$ cat src/rtl/decade_count_sequencer.sv
// Sequencer for a chain of cascaded BCD digit stages: start/stop/clear/preset control,
// prescaled count steps, terminal-count compare with halt or auto-reload.
module decade_count_sequencer #(
  parameter int unsigned NDIG     = 2,
  parameter int unsigned TICK_DIV = 4
) (
  input  logic              Clk,
  input  logic              Clr,
  input  logic              start,
  input  logic              stop,
  input  logic              clear,
  input  logic              load,
  input  logic              auto_reload,
  input  logic [4*NDIG-1:0] preset,
  input  logic [4*NDIG-1:0] target,
  output logic [4*NDIG-1:0] Q,
  output logic              busy,
  output logic              tc_pulse,
  output logic [1:0]        state
);

  localparam int unsigned PW = (TICK_DIV > 1) ? $clog2(TICK_DIV) : 1;
  localparam logic [PW-1:0] PLast = PW'(TICK_DIV - 1);

  typedef enum logic [1:0] {
    StIdle  = 2'b00,
    StRun   = 2'b01,
    StPause = 2'b10,
    StDone  = 2'b11
  } state_e;

  state_e            state_q, state_d;
  logic [4*NDIG-1:0] q_q, q_d;
  logic [PW-1:0]     presc_q, presc_d;
  logic              busy_q, busy_d;
  logic              tc_q, tc_d;

  // Non-BCD digits in the preset load as zero.
  function automatic logic [4*NDIG-1:0] bcd_sanitize(input logic [4*NDIG-1:0] v);
    logic [4*NDIG-1:0] r;
    r = v;
    for (int i = 0; i < int'(NDIG); i++) begin
      if (v[4*i +: 4] > 4'd9) r[4*i +: 4] = 4'd0;
    end
    return r;
  endfunction

  function automatic logic [4*NDIG-1:0] bcd_inc(input logic [4*NDIG-1:0] v);
    logic [4*NDIG-1:0] r;
    logic              carry;
    r     = v;
    carry = 1'b1;
    for (int i = 0; i < int'(NDIG); i++) begin
      if (carry) begin
        if (v[4*i +: 4] == 4'd9) begin
          r[4*i +: 4] = 4'd0;
        end else begin
          r[4*i +: 4] = v[4*i +: 4] + 4'd1;
          carry       = 1'b0;
        end
      end
    end
    return r;
  endfunction

  always_comb begin
    state_d = state_q;
    q_d     = q_q;
    presc_d = presc_q;
    tc_d    = 1'b0;

    if (clear) begin
      q_d     = '0;
      presc_d = '0;
      state_d = StIdle;
    end else if (load) begin
      q_d     = bcd_sanitize(preset);
      presc_d = '0;
      state_d = StIdle;
    end else if (stop) begin
      if (state_q == StRun) state_d = StPause;
    end else begin
      unique case (state_q)
        StRun: begin
          if (presc_q == PLast) begin
            presc_d = '0;
            // Q only ever holds valid BCD, so a target with a digit >9 never matches.
            if (q_q == target) begin
              tc_d = 1'b1;
              if (auto_reload) q_d = '0;
              else             state_d = StDone;
            end else begin
              q_d = bcd_inc(q_q);
            end
          end else begin
            presc_d = presc_q + 1'b1;
          end
        end
        StIdle, StPause: begin
          if (start) state_d = StRun;
        end
        StDone: begin
          if (start) begin
            q_d     = '0;
            presc_d = '0;
            state_d = StRun;
          end
        end
        default: state_d = StIdle;
      endcase
    end

    busy_d = (state_d == StRun);
  end

  always_ff @(posedge Clk or negedge Clr) begin
    if (!Clr) begin
      state_q <= StIdle;
      q_q     <= '0;
      presc_q <= '0;
      busy_q  <= 1'b0;
      tc_q    <= 1'b0;
    end else begin
      state_q <= state_d;
      q_q     <= q_d;
      presc_q <= presc_d;
      busy_q  <= busy_d;
      tc_q    <= tc_d;
    end
  end

  assign Q        = q_q;
  assign busy     = busy_q;
  assign tc_pulse = tc_q;
  assign state    = state_q;

endmodule

$ cat config.mk
export PLATFORM = sky130hd
export DESIGN_NAME = decade_count_sequencer
export DESIGN_NICKNAME = d
export VERILOG_FILES = /design/src/rtl/decade_count_sequencer.sv
export SDC_FILE = /design/constraint.sdc
export NUM_CORES = 1
export LEC_CHECK = 0
export BUFFER_PORTS_ARGS = -buffer_cell sky130_fd_sc_hd__buf_2
export CAP_MARGIN = 15
export CORE_MARGIN = 10
export CORE_UTILIZATION = 40
export CTS_CLUSTER_SIZE = 8
export DETAILED_ROUTE_END_ITERATION = 6
export PLACE_DENSITY_LB_ADDON = 0.25
export SKIP_CTS_REPAIR_TIMING = 1
export SLEW_MARGIN = 0
export SYNTH_ARGS = -nofsm -noshare
export SYNTH_HDL_FRONTEND = slang
export SYNTH_SLANG_ARGS = --single-unit
export TNS_END_PERCENT = 5
$ cat constraint.sdc
create_clock -name Clk -period 2.29 [get_ports Clk]
set_clock_uncertainty 0.2 [all_clocks]
set_input_delay 0.458 -clock Clk [delete_from_list [all_inputs] [get_ports Clk]]
set_output_delay 0.458 -clock Clk [all_outputs]
set_load 0.03 [all_outputs]
# Yosys cells after proc, flatten, opt, wreduce, memory -nomap -nowiden
# Index checks and enable logic that the tools add are counted.
[classes]
add_sub_neg = 3
n_reduce_logical = 6
muxes = 41
n_eq_ne = 13
n_lt_le_gt_ge = 2
[op_table]
columns = ["operator", "count"]
rows = [
  ["8-bit 2-to-1 mux", 7],
  ["2-bit 2-to-1 mux", 13],
  ["4-bit 2-to-1 mux", 5],
  ["8-bit one-hot mux with 2 select lines", 1],
  ["1-bit 2-to-1 mux", 13],
  ["4-bit by 1-bit adder with 4-bit output (second input constant)", 2],
  ["4-bit equality test (second input constant)", 2],
  ["8-bit equality test", 1],
  ["4-bit greater-than comparator (second input constant)", 2],
  ["2-bit one-hot mux with 2 select lines", 2],
  ["2-bit equality test (second input constant)", 3],
  ["6-bit AND reduction", 1],
  ["5-bit by 3-bit inequality test with 1-bit output (second input constant)", 1],
  ["5-bit inequality test (second input constant)", 1],
  ["5-bit AND reduction", 1],
  ["2-bit by 1-bit equality test with 1-bit output (second input constant)", 2],
  ["4-bit by 3-bit inequality test with 1-bit output (second input constant)", 1],
  ["4-bit inequality test (second input constant)", 1],
  ["4-bit nonzero test", 1],
  ["3-bit by 1-bit inequality test with 1-bit output (second input constant)", 1],
  ["3-bit AND reduction", 1],
  ["3-bit OR reduction", 1],
  ["2-bit by 1-bit adder with 2-bit output (second input constant)", 1],
  ["2-bit logical NOT", 1],
]
[word_totals]
input_bits = 23
output_inout_bits = 12
regBits = 14
elab_cells = 71

# Depth between registers and ports, before layout
[logic_depth]
ltp_word = 15
depth_mapped = 8
ltp_nobuf = 7

# Least setup slack after synthesis
# No wires, ideal clock.
[synth_path]
kind = "register -> register"
from = "register q_q[0] (netlist: Q[0])"
to = "register q_q[0] (netlist: Q[0])"
path_slack_ps = 190
path_stages_with_launch = 8
setup_ps = 121
t_arrival_ps = 1779
synth_period_minus_slack_ps = 2100
path_buffers = 1
required_ps = 1969
path_cell_list = "dfrtp_1 > xnor2_1 > nand4_2 > nor4_1 > or2_1 > buf_6 > nor2_2 > a22o_1"
[synth_between]
elab_chain_cells = 8
word_cells_on_any_way = 12
classes_between = "1 x add/sub; 3 x eq/ne; 7 x mux; 1 x reduce/logical"
[synth_rtl]
columns = ["item", "line", "source"]
rows = [
  ["from (decl)", "33", "logic [4*NDIG-1:0] q_q, q_d;"],
  ["from (signal assigned)", "125", "q_q <= q_d;"],
  ["4-bit by 1-bit adder with 4-bit output / 4-bit equality test (equally long branches)", "58, 55", ""],
  ["4-bit 2-to-1 mux", "55", "if (v[4*i +: 4] == 4'd9) begin"],
  ["8-bit 2-to-1 mux", "88", "if (q_q == target) begin"],
  ["8-bit 2-to-1 mux", "85", "if (presc_q == PLast) begin"],
  ["8-bit one-hot mux with 2 select lines", "83", "unique case (state_q)"],
  ["8-bit 2-to-1 mux", "80", "end else if (stop) begin"],
  ["8-bit 2-to-1 mux", "76", "end else if (load) begin"],
  ["8-bit 2-to-1 mux", "72", "if (clear) begin"],
]
# Several ways; a longest one is shown, not always the timed one. The select of a mux whose other input is x is not followed.
# A chain may end at the register's enable or synchronous reset.

# Worst setup path after layout
[layout_path]
from = "register q_q[1] (netlist: Q[1])"
to = "register q_q[6] (netlist: Q[6])"
[layout_between]
elab_chain_cells = 10
word_cells_on_any_way = 18
classes_between = "4 x eq/ne; 13 x mux; 1 x reduce/logical"
[layout_rtl]
columns = ["item", "line"]
rows = [
  ["4-bit equality test", "55"],
  ["1-bit 2-to-1 mux", "55"],
  ["1-bit 2-to-1 mux", "88"],
  ["1-bit 2-to-1 mux", "85"],
  ["1-bit 2-to-1 mux", "83"],
  ["1-bit 2-to-1 mux", "80"],
  ["1-bit 2-to-1 mux", "76"],
  ["1-bit 2-to-1 mux", "72"],
  ["5-bit by 3-bit inequality test with 1-bit output (no source line)", "-"],
  ["6-bit AND reduction (no source line)", "-"],
]
# Several ways; a longest one is shown, not always the timed one. The select of a mux whose other input is x is not followed.

==> impl_results.md <==
- Outcome: complete, no violations
- Total length of routed wires: 2.97 mm
- Leakage: 0.637 nW
- Setup tns final: 0 ns
- # H-tree levels: 1
- Critical Path Source Type: flop
- DP Wirelength: around 2.4 mm
- CTS tree: done
- First-pass GRT wire length: between 4 and 5 mm
- Row cnt: 18
- Clk buf depth: 2
- Die area: 0.00510 mm^2
- Final antenna-violating net count: 0
- Global routing's busiest layer: met2
- Clock root buffer: clkbuf_4
- Slew headroom: about 78%
- Clock-pin slew on the worst setup and hold paths: ~0.09 ns
- Global Route met2 Usage: roughly a fifth
- Starting Density: a little over two fifths
- WP data required: around 2.2 ns
- Inst Count DP: 192
- Clock share of power: between 20% and 30%
- Met3 GRT Util: ~4.4%
- Syn avg cell area: about 8.5 um^2
- Ys async rst share: 100%
- TritonCTS buffer count: 3
- Ys flop type: dfrtp_1
- Gpl congestion: 0.891
- Overflow left after global routing: 0
- Switching share of power: 35.1%
- Via count: between 1000 and 1500
- Starting DRC count in detailed routing: between 50 and 60
- CP endpoint kind: flop
- Worst Tran Pin Value: about 0.33 ns
- Wire per inst: about 15 um
- Final Hold Viols: 0
- Worst hold slack: just over 0.2 ns
- Flop pwr share: ~44%
- Die outline height: between 70 and 80 um
- Max Fclk: 0.478 GHz
- Vias per cell: between 5 and 6
- Synth top area cells: dfrtp_1, xnor2_1, ha_1
- Post-Syn Area: ~0.0011 mm^2
- Synth-to-layout area growth: 25.9%
- CP max-delay cell: dfrtp_1
- Pwr dens: approximately 480 mW/mm^2
- Post-synth EDFFs: 0
- Fraction of layout cells with a size suffix above 1: a little under a third
- Critical Path AT: 2.04 ns
- Tot GR Track Use: 11.5%
- Nets: around 200
- Max-cap violations: 0
- Die W: just over 70 um
- RSZ-0062 raised after global routing: false
- Yosys top cell area share: between 30% and 40%
- Final setup violation count: 0
- HP Class: in -> reg
- Clock Latency Late Sink: 0.28 ns
- DRC viols: 0
- Met1 Usage GRT: a little over an eighth
- Most frequent cell after synthesis: nor2_1
- Initial antenna violation count: 0
- VDD IR max: about 0.38 mV
- Syn nets: between 150 and 200
- Number of global-route vias before repair: roughly 1100
- Commonest cells post-synth: nor2_1, dfrtp_1, a21oi_1
- Cell Chain, Critical Path: xnor2_2 > nand4_2 > o2111ai_1 > or3b_4 > o21ai_0 > o31ai_1
- IO buf count: 34
- Register area share after synthesis: 33.1%
- # diodes: 0
- Leading area contributor after synthesis: dfrtp_1
- Synthesized flop and latch total: 14
- Total power: roughly 640 uW
- Critical path peak fanout: 5
- Crit-path max cell delay: roughly 0.45 ns
- Final worst-path cycle share: roughly nine tenths
- Drt pass-1 iters: 4
- Synth warnings: 0
- Layout Cells excl Fill: 196
- I/O pin total: 35
- # clock sinks: 14
- Fin. max-slew vios: 0
- Switching Power: 224 uW
- Synth Instances: between 100 and 150
- Comb power frac: ~34%
- Post-layout min period: 2.09 ns
- Synth cell types: 37
- CORE AREA: about 0.0025 mm^2
- Largest net degree at the start of global routing: 15
- Type of the worst setup path: reg -> reg
- Cell internal pwr: 413 uW
-- state kept, by name (all words and copies together) (netlist names) --
register  flops
busy          1
Q             8
tc_pulse      1
presc_q       2
state         2
-- metrics by stage --
| step | util, % | worst slack, ns | instance area (um^2) |
|---|---|---|---|
| global route | 53.3 | 0.0190 | 1330 |
| detailed placement | 51.7 | 0.0134 | 1290 |
| floorplan | - | 0.190 | 1060 |
| finish | 53.3 | 0.200 | 1330 |
| global placement | 51.7 | 0.110 | 1290 |
| CTS | 52.6 | 0.128 | 1320 |
-- cell families after synthesis --
logic type      count (synthesis)  share of synthesized area [%]
simple gates                   51                           26.5
flops                          14                           33.1
buf+inv                        11                           4.96
xor+xnor                        8                           6.62
fa+ha+maj                       5                           5.91
mux                             1                          0.946
compound gates                 35                           22.0
-- area by class of cell --
| cell class | instances | area, um^2 |
|---|---|---|
| fill | 241 | 1170 |
| multi-input combinational | 100 | 663 |
| sequential | 14 | 350 |
| timing repair buffer | 42 | 233 |
| tap | 30 | 37.5 |
| inverter | 7 | 26.3 |
| clock buffer | 3 | 22.5 |
-- path summary, 6_finish.rpt --
kind                            cells past startpoint    endpoint  slack, ns  startpoint
worst max-delay path                                6        Q[6]       0.20        Q[1]
worst min-delay path                                2    tc_pulse       0.21        stop
worst max register to register                      6        Q[6]       0.20        Q[1]
worst min register to register                      2  presc_q[1]       0.36  presc_q[1]
max in group asynchronous                           2        Q[4]       1.24         Clr
min in group asynchronous                           2    state[0]       0.40         Clr
-- power groups by stage --
| stage | Sequential [mW] | Clock, mW | Combinational, mW |
|---|---|---|---|
| after floorplan | 0.321 | 0 | 0.0963 |
| after global placement | 0.286 | 0 | 0.212 |
| after detailed placement | 0.287 | 0 | 0.214 |
| after CTS | 0.282 | 0.142 | 0.216 |
| after global routing | 0.285 | 0.153 | 0.242 |
| final | 0.282 | 0.138 | 0.217 |
-- placed cells by master, fill, tap and decap left out, drive strengths merged, types with 2 or more instances in the layout --
cell type | netlist | routed
xnor2 | 8 | 8
o31ai | 2 | 2
nor3 | 4 | 4
a21o | 3 | 3
a31oi | 3 | 3
nand3 | 8 | 8
o21ai | 8 | 8
nand2b | 3 | 3
dfrtp | 14 | 14
nor2b | 2 | 2
nor2 | 16 | 16
inv | 7 | 7
or2 | 3 | 3
nand4 | 2 | 2
nor4 | 2 | 2
a21oi | 9 | 9
buf | 4 | 41
nand2 | 4 | 4
clkbuf | 0 | 3
and3 | 2 | 2
ha | 5 | 5
nor3b | 3 | 3
-- critical path: cells and delay by family (launching register included) --
kind	cells	cell delay (ns)
flip-flops	1	0.45
AND/OR/NAND/NOR	2	0.59
AO/OA/AOI/OAI	3	0.54
XOR/XNOR	1	0.18
-- layer usage --
metal,part of all wire (%),routed length [um],vias up
li1,-,-,539
met1,44,1320,521
met2,49,1470,34
met3,5.2,156,4
met4,0.94,28,0
met5,0,0,-
Note: power is estimated with default switching activity, not from simulation.
